**src/rtl/bus_arbiter4.sv**
```systemverilog
// Four-requester round-robin bus arbiter with a bounded hold time.
// Drives a one-hot grant plus the matching 4:1 mux select; every output is registered.
module bus_arbiter4 #(
  parameter int MAX_HOLD = 16
) (
  input  logic       CLK,
  input  logic       RST,
  input  logic [3:0] REQ,
  input  logic       DONE,
  output logic [3:0] GNT,
  output logic [1:0] SEL,
  output logic       BUSY,
  output logic       TIMEOUT,
  output logic       dbg_state
);

  // Handshake: a requester raises REQ[i] and holds it for as long as it wants the
  // path. GNT[i] rises one cycle after the request is arbitrated. Ownership ends at
  // the first clock edge that sees any of these: DONE high, REQ[i] low, or the hold
  // limit reached. The arbiter always spends one cycle in IDLE before the next grant.
  typedef enum logic {
    IDLE  = 1'b0,
    GRANT = 1'b1
  } state_t;

  localparam logic [7:0] HOLD_LAST = 8'(MAX_HOLD - 1);

  state_t     state;
  logic [1:0] ptr;
  logic [7:0] hold_cnt;

  logic [1:0] win_idx;
  logic       win_found;
  logic [1:0] cand;
  logic       hold_limit;
  logic       req_drop;
  logic       release_now;

  assign dbg_state = state;

  // Search for the first active request, starting at ptr and wrapping modulo 4.
  always_comb begin
    win_idx   = ptr;
    win_found = 1'b0;
    cand      = 2'd0;
    for (int i = 0; i < 4; i++) begin
      cand = ptr + 2'(i);
      if (!win_found && REQ[cand]) begin
        win_idx   = cand;
        win_found = 1'b1;
      end
    end
  end

  assign hold_limit  = (hold_cnt == HOLD_LAST);
  assign req_drop    = !REQ[SEL];
  assign release_now = DONE || req_drop || hold_limit;

  always_ff @(posedge CLK or posedge RST) begin
    if (RST) begin
      state    <= IDLE;
      GNT      <= 4'b0000;
      SEL      <= 2'd0;
      BUSY     <= 1'b0;
      TIMEOUT  <= 1'b0;
      ptr      <= 2'd0;
      hold_cnt <= 8'd0;
    end else begin
      case (state)
        IDLE: begin
          TIMEOUT <= 1'b0;
          if (win_found) begin
            state    <= GRANT;
            GNT      <= 4'b0001 << win_idx;
            SEL      <= win_idx;
            BUSY     <= 1'b1;
            hold_cnt <= 8'd0;
          end
        end
        GRANT: begin
          if (release_now) begin
            state    <= IDLE;
            GNT      <= 4'b0000;
            BUSY     <= 1'b0;
            ptr      <= SEL + 2'd1;
            hold_cnt <= 8'd0;
            // The timeout pulse is raised only when the hold limit alone ends the grant.
            TIMEOUT  <= hold_limit && !DONE && !req_drop;
          end else begin
            hold_cnt <= hold_cnt + 8'd1;
          end
        end
        default: begin
          state <= IDLE;
          GNT   <= 4'b0000;
          BUSY  <= 1'b0;
        end
      endcase
    end
  end

endmodule

```
**config.mk**
```make
export PLATFORM = sky130hd
export DESIGN_NAME = bus_arbiter4
export DESIGN_NICKNAME = d
export VERILOG_FILES = /design/src/rtl/bus_arbiter4.sv
export SDC_FILE = /design/constraint.sdc
export NUM_CORES = 1
export LEC_CHECK = 0
export ABC_CLOCK_PERIOD_IN_PS = 1700
export CORE_MARGIN = 2
export CORE_UTILIZATION = 47
export DETAILED_ROUTE_END_ITERATION = 16
export PLACE_DENSITY = 0.74
export SLEW_MARGIN = 20
export SYNTH_ARGS = -nofsm -noshare
export SYNTH_HDL_FRONTEND = slang
export SYNTH_SLANG_ARGS = --single-unit
```
**constraint.sdc**
```tcl
create_clock -name CLK -period 1.7 [get_ports CLK]
set_input_delay 0.425 -clock CLK [delete_from_list [all_inputs] [get_ports CLK]]
set_output_delay 0.425 -clock CLK [all_outputs]
set_load 0.02 [all_outputs]
```
==> results.ini, run 1 <==
[synthesis]
syn_avg_cell_area_um2=10.3
synth_cells=104
yosys.area_share.simple_pct=21.2
synth-compound-area-share_pct=23.3
async_flop_share_pct=100
synth_fp_nets=112
synth_top_family_by_area=compound AO/OA/AOI/OAI gates
synth_top_area_share_pct=44.4
synth-xor-area-share_pct=1.64
synth_edf_count=0
synth_flop_cell=dfrtp_1
yosys_warnings=0
yosysSeqAreaShare_pct=44.4
synthAdderAreaFrac_pct=1.17
synth_largest_area_cell=dfrtp_1
ys_types=45
synth_mux_area_share_pct=5.50
yosys_register_bits=19
synthesis.area_mm2=0.00107
synth_area_leaders=dfrtp_1 (44%), nand2_1 (3.2%), nor2b_1 (2.9%)

[die]
fp-row-count=17
fp.dieArea_mm2=0.00267
core-area_mm2=0.00219
die_h_um=51.7
initial_core_util_pct=48.8
ios=16
die_w_um=51.7

[status]
status=finished clean

[clocking]
cts.clk_slew.worst_paths_ps=110
cts_root_buffer=clkbuf_4
cts_tree=built
cts_buffer_depth=2
cts_max_level=1
cts_inserted_buffers=3
clock_sinks=19
clock_latency_ps=300

[power]
p_int_mw=1.11
peakVddDrop_uv=825
switching_share_pct=41.4
pwr-share-comb_pct=50.7
power_density_mw_per_mm2=1350
p_leak_nw=0.684
netSwitchingPower_mw=0.784
p_seq_share_pct=36.8
clkPwrFrac_pct=12.4

[critical_path]
crit_path_end_kind=register
cp_cell_sequence=or4_4 -> o21ai_4 -> o21ai_2 -> a22o_1
crit_fanout=7
crit_family=compound AO/OA/AOI/OAI gates
path_class=reg -> reg
critPathBufInv=0
critPathLaunchType=register
cpPeakStageDelay_ps=580
critical_path_arrival_ps=1900
cp_slowest_cell=or4_4
required_ps=1910

[routing]
via_count=928
drtIter0Drc=22
wl_per_cell_um=15.6
ant_nets=0
drcViolationCount=0
drt-pass1-iter-count=4
drt_wl_total_mm=2.58
routed_via_density=5.62

[timing]
worst_pin_slew_ps=402
fin_crit_sh_pct=99.6
final.setup.worst_slack_ps=6.50
setup_viol=0
fmax_mhz=590
maxSlewViolCount=0
hold_violations=0
tns_ps=0
clock_skew_ps=6.37
rsz0062_at_grt=true
relSlewSlack_pct=73.1
fin_crit_ps=1690

[finish]
register_area_um2=477
multiInputGateArea_um2=582
area_delta_synth_final_pct=31.5
num-nets-final=146
nFillCells=179
fin_area_mm2=0.00141
insertedDiodeCount=0
drive_above_1_share_pct=24.1

[placement]
io_buffers=15
post-place-ws_ps=-424
place_hpwl_mm=1.90
gp_congestion=0.926
place_area_mm2=0.00137

[min_path]
hold_path.class=in -> async

[run]
drv_cap=0

[global_route]
antenna_found_initial=0
grt_overflow_total=0
gr-usage-all-layers_pct=21.6
grt_pass1_vias=915
grt_max_degree=20
grt_pass1_wl_mm=4.16

-- state kept, by name (all words and copies together) (netlist names) --
register and count:
hold_cnt 8, GNT 4, SEL 2, ptr 2, BUSY 1, TIMEOUT 1
dbg_state 1
-- per-layer routing --
layer / global-route usage [%] / vias to the layer above / part of all wire (%)
met5: 0 / - / 0
met3: 2.59 / 4 / 3.7
met4: 10.5 / 0 / 1.6
met2: 38.5 / 25 / 53
li1: - / 458 / -
met1: 25.7 / 441 / 42
-- timing repair --
action / 4_1_cts / 5_1_grt
setup endpoints to repair: 21 / 2
buffers inserted: 0 / 0
hold buffers: 0 / 0
resized for setup: 14 / 3
-- cell families after synthesis --
logic type | count (synthesis)
buf+inv | 6
fa+ha+maj | 1
simple gates | 41
mux | 5
compound gates | 30
flops | 19
xor+xnor | 2
-- cell type report --
type	instances	area share (%)
Clock buffer	3	1.60
Inverter	4	1.07
Timing Repair Buffer	31	19.2
Sequential cell	19	33.9
Clock inverter	1	0.356
Multi-Input combinational cell	79	41.4
Tap cell	28	2.49
-- cells in the final DEF (no fill, tap or decap), drive strengths merged, types with 2 or more instances in the layout --
master          n
buf            16
clkbuf          3
clkdlybuf4s50   2
dfrtp          19
dlygate4sd2    12
inv             4
mux2            4
nand2           9
nand2b          2
nand3           4
nor2            8
nor2b           5
nor3            2
nor4            3
o21a            3
o21ai           8
o2bb2ai         3
o311ai          2
o31ai           4
or2             2
or4             2
xor2            2
-- worst min-delay path: stages --
cell             delay [ps]
clkdlybuf4s50_1         390
inv_1                    50
buf_4                   250
-- final timing paths --
kind | depth (start not counted) | slack (ps) | from | endpoint
worst max-delay path | 4 | 6 | hold_cnt[7]$_DFFE_PP0P_ | GNT[3]$_DFFE_PP0P_
worst max register to register | 4 | 6 | hold_cnt[7]$_DFFE_PP0P_ | GNT[3]$_DFFE_PP0P_
worst min-delay path | 3 | 420 | RST | hold_cnt[4]$_DFFE_PP0P_
max in group asynchronous | 3 | 1050 | RST | SEL[0]$_DFFE_PP0P_
worst min register to register | 1 | 500 | GNT[2]$_DFFE_PP0P_ | GNT[2]$_DFFE_PP0P_
min in group CLK | 1 | 500 | GNT[2]$_DFFE_PP0P_ | GNT[2]$_DFFE_PP0P_
-- synthesized netlist by cell type (2+ instances only) --
library cell and n:
nor2b_1 5, o311ai_1 2, o2bb2ai_1 3, o21a_1 2, nand3_1 3, o21ai_1 4, inv_1 4, o31ai_1 4
o21ai_0 2, nand2_1 9, or2_1 2, nor3_1 2, nor4_1 2, mux2_1 2, dfrtp_1 19, xor2_1 2
nor2_1 8, nand2b_1 2
-- metrics by stage --
stage | total power, mW | cells | utilization [%] | hold WS, ps
after CTS | 1.90 | 165 | 63.6 | 432
after global routing | 2.02 | 165 | 64.2 | 452
after floorplan | 1.28 | 104 | - | 376
final | 1.89 | 165 | 64.2 | 425
after detailed placement | 1.71 | 161 | 62.7 | 483
after global placement | 1.69 | 161 | 62.7 | 479
-- power by group through the flow --
stage | Clock, mW | Sequential (mW) | Combinational, mW
after CTS | 0.239 | 0.696 | 0.964
after global placement | 0 | 0.703 | 0.984
final | 0.235 | 0.698 | 0.961
after floorplan | 0 | 0.810 | 0.468
after global routing | 0.265 | 0.712 | 1.04
after detailed placement | 0 | 0.709 | 1.01
(Power assumes the default switching activity.)
==> inputs of run 2 (changes only) <==
--- a/config.mk
+++ b/config.mk
@@ -6,10 +6,12 @@
 export NUM_CORES = 1
 export LEC_CHECK = 0
 export ABC_CLOCK_PERIOD_IN_PS = 1700
+export CELL_PAD_IN_SITES_DETAIL_PLACEMENT = 0
+export CELL_PAD_IN_SITES_GLOBAL_PLACEMENT = 1
 export CORE_MARGIN = 2
-export CORE_UTILIZATION = 47
+export CORE_UTILIZATION = 37
 export DETAILED_ROUTE_END_ITERATION = 16
-export PLACE_DENSITY = 0.74
+export PLACE_DENSITY_LB_ADDON = 0.1
 export SLEW_MARGIN = 20
 export SYNTH_ARGS = -nofsm -noshare
 export SYNTH_HDL_FRONTEND = slang
==> results.ini, run 2 (synthesis gave the netlist of run 1 again) <==
[global_route]
grt_pass1_wl_mm=4.08
grt_overflow_total=0
antenna_found_initial=0
grt_max_degree=20
grt_pass1_vias=951
gr-usage-all-layers_pct=15.8

[critical_path]
crit_path_end_kind=register
crit_start=REQ[3]
critPathLaunchType=input pin
required_ps=1900
r2r_start=hold_cnt[5]$_DFFE_PP0P_
critical_path_arrival_ps=1870
path_class=in -> reg
crit_fanout=3

[timing]
maxSlewViolCount=0
worst_pin_slew_ps=332
final.setup.worst_slack_ps=29.5
whs_ps=429
rsz0062_at_grt=true
clock_skew_ps=1.94
fin_crit_sh_pct=98.3
setup_viol=0
fmax_mhz=599
relSlewSlack_pct=77.7
fin_crit_ps=1670
hold_violations=0

[die]
fp-row-count=19
die_h_um=57.8
fp.dieArea_mm2=0.00334
die_w_um=57.8
ios=16
core-area_mm2=0.00276
initial_core_util_pct=38.8

[status]
status=finished clean

[clocking]
cts.clk_slew.worst_paths_ps=110
clock_latency_ps=300
cts_max_level=1
cts_root_buffer=clkbuf_4
cts_buffer_depth=2
cts_tree=built
clock_sinks=19
cts_inserted_buffers=3

[finish]
insertedDiodeCount=0
fin_util_pct=53.1
final_common_cell=buf_4
drive_above_1_share_pct=27.3
largest_reg_flops=8
reg_top3=hold_cnt x8, GNT x4
area_delta_synth_final_pct=37.0
fin_area_mm2=0.00147
nFillCells=261
layout_common_cells=buf_4 (21), dfrtp_1 (18), nand2_1 (9), dlygate4sd2_1 (9), nor2_1 (7)
largest_register=hold_cnt
num-nets-final=152

[run]
drv_cap=0

[power]
power_density_mw_per_mm2=1310
p_seq_share_pct=36.2
clkPwrFrac_pct=12.3
total_power_mw=1.92
pwr-share-comb_pct=51.5
p_leak_nw=0.711
netSwitchingPower_mw=0.777
peakVddDrop_uv=859
p_int_mw=1.14
switching_share_pct=40.5

[min_path]
hold_path.class=in -> async

[routing]
drcViolationCount=0
routed_via_density=5.51
ant_nets=0
drt_wl_total_mm=2.40
drtIter0Drc=29
drt-pass1-iter-count=4
wl_per_cell_um=13.8
via_count=959

[placement]
place_hpwl_mm=1.84
place_area_mm2=0.00142
post-place-ws_ps=-347
gp_congestion=0.899
io_buffers=15

run 2: cell types whose count changed in the layout (fill, tap and decap cells not counted), sizes merged:
| cell | previous run | this run |
|---|---|---|
| clkdlybuf4s50 | 2 | 5 |
| buf | 16 | 22 |
| dlygate4sd2 | 12 | 9 |
run 2: what timing repair did:
action | 4_1_cts | 5_1_grt
buffers inserted | 0 | 0
hold buffers | 0 | 0
pin swaps | 0 | 3
endpoints found under the setup margin | 9 | 5
gates resized for setup | 10 | 5
run 2: routing by layer:
layer | share of wire (%) | GRT usage, %
met1 | 44 | 18.7
met3 | 3.6 | 4.02
met4 | 1.3 | 4.98
met5 | 0 | 0
met2 | 51 | 28.1
run 2: layout make-up:
class | count | area, um2 | share of cell area [%]
Multi-Input combinational cell | 79 | 588 | 40.1
Sequential cell | 19 | 477 | 32.5
Timing Repair Buffer | 37 | 319 | 21.8
Tap cell | 31 | 38.8 | 2.65
Clock buffer | 3 | 22.5 | 1.54
Inverter | 4 | 15.0 | 1.02
Clock inverter | 1 | 5.00 | 0.342
run 2: critical path: stages:
cell and delay [ps]:
clkdlybuf4s50_1 450, mux2_4 290, a22oi_4 220, o21a_2 160
mux2_1 310
run 2: power by group through the flow:
stage          sequential (mW)  combinational (mW)  clock, mW
3_5_place_dp             0.711                1.03          0
4_1_cts                  0.698               0.981      0.247
6_report                 0.695               0.988      0.236
5_1_grt                  0.716                1.08      0.266
3_3_place_gp             0.704                1.03          0
2_1_floorplan            0.810               0.468          0
run 2: path summary, 6_finish.rpt:
| path | end | slack [ps] | cells past startpoint |
|---|---|---|---|
| worst max-delay path | ptr[1]$_DFFE_PP0P_ | 30 | 5 |
| worst min-delay path | hold_cnt[2]$_DFFE_PP0P_ | 430 | 3 |
| worst max register to register | GNT[3]$_DFFE_PP0P_ | 40 | 4 |
| worst min register to register | GNT[2]$_DFFE_PP0P_ | 500 | 1 |
| max in group asynchronous | SEL[0]$_DFFE_PP0P_ | 1060 | 3 |
| min in group CLK | GNT[2]$_DFFE_PP0P_ | 500 | 1 |
run 2: through the flow:
stage,setup TNS (ps),instances
floorplan,0,104
global placement,-4230,170
detailed placement,-4700,170
CTS,0,174
global route,-57.0,174
finish,0,174
==> inputs of run 3 (changes only) <==
--- a/config.mk
+++ b/config.mk
@@ -6,10 +6,12 @@
 export NUM_CORES = 1
 export LEC_CHECK = 0
 export ABC_CLOCK_PERIOD_IN_PS = 1700
+export CAP_MARGIN = 10
 export CELL_PAD_IN_SITES_DETAIL_PLACEMENT = 0
 export CELL_PAD_IN_SITES_GLOBAL_PLACEMENT = 1
 export CORE_MARGIN = 2
 export CORE_UTILIZATION = 37
+export CTS_CLUSTER_SIZE = 30
 export DETAILED_ROUTE_END_ITERATION = 16
 export PLACE_DENSITY_LB_ADDON = 0.1
 export SLEW_MARGIN = 20
==> results of run 3 <==
The final DEF is identical to that of run 2; final timing and power are the same.
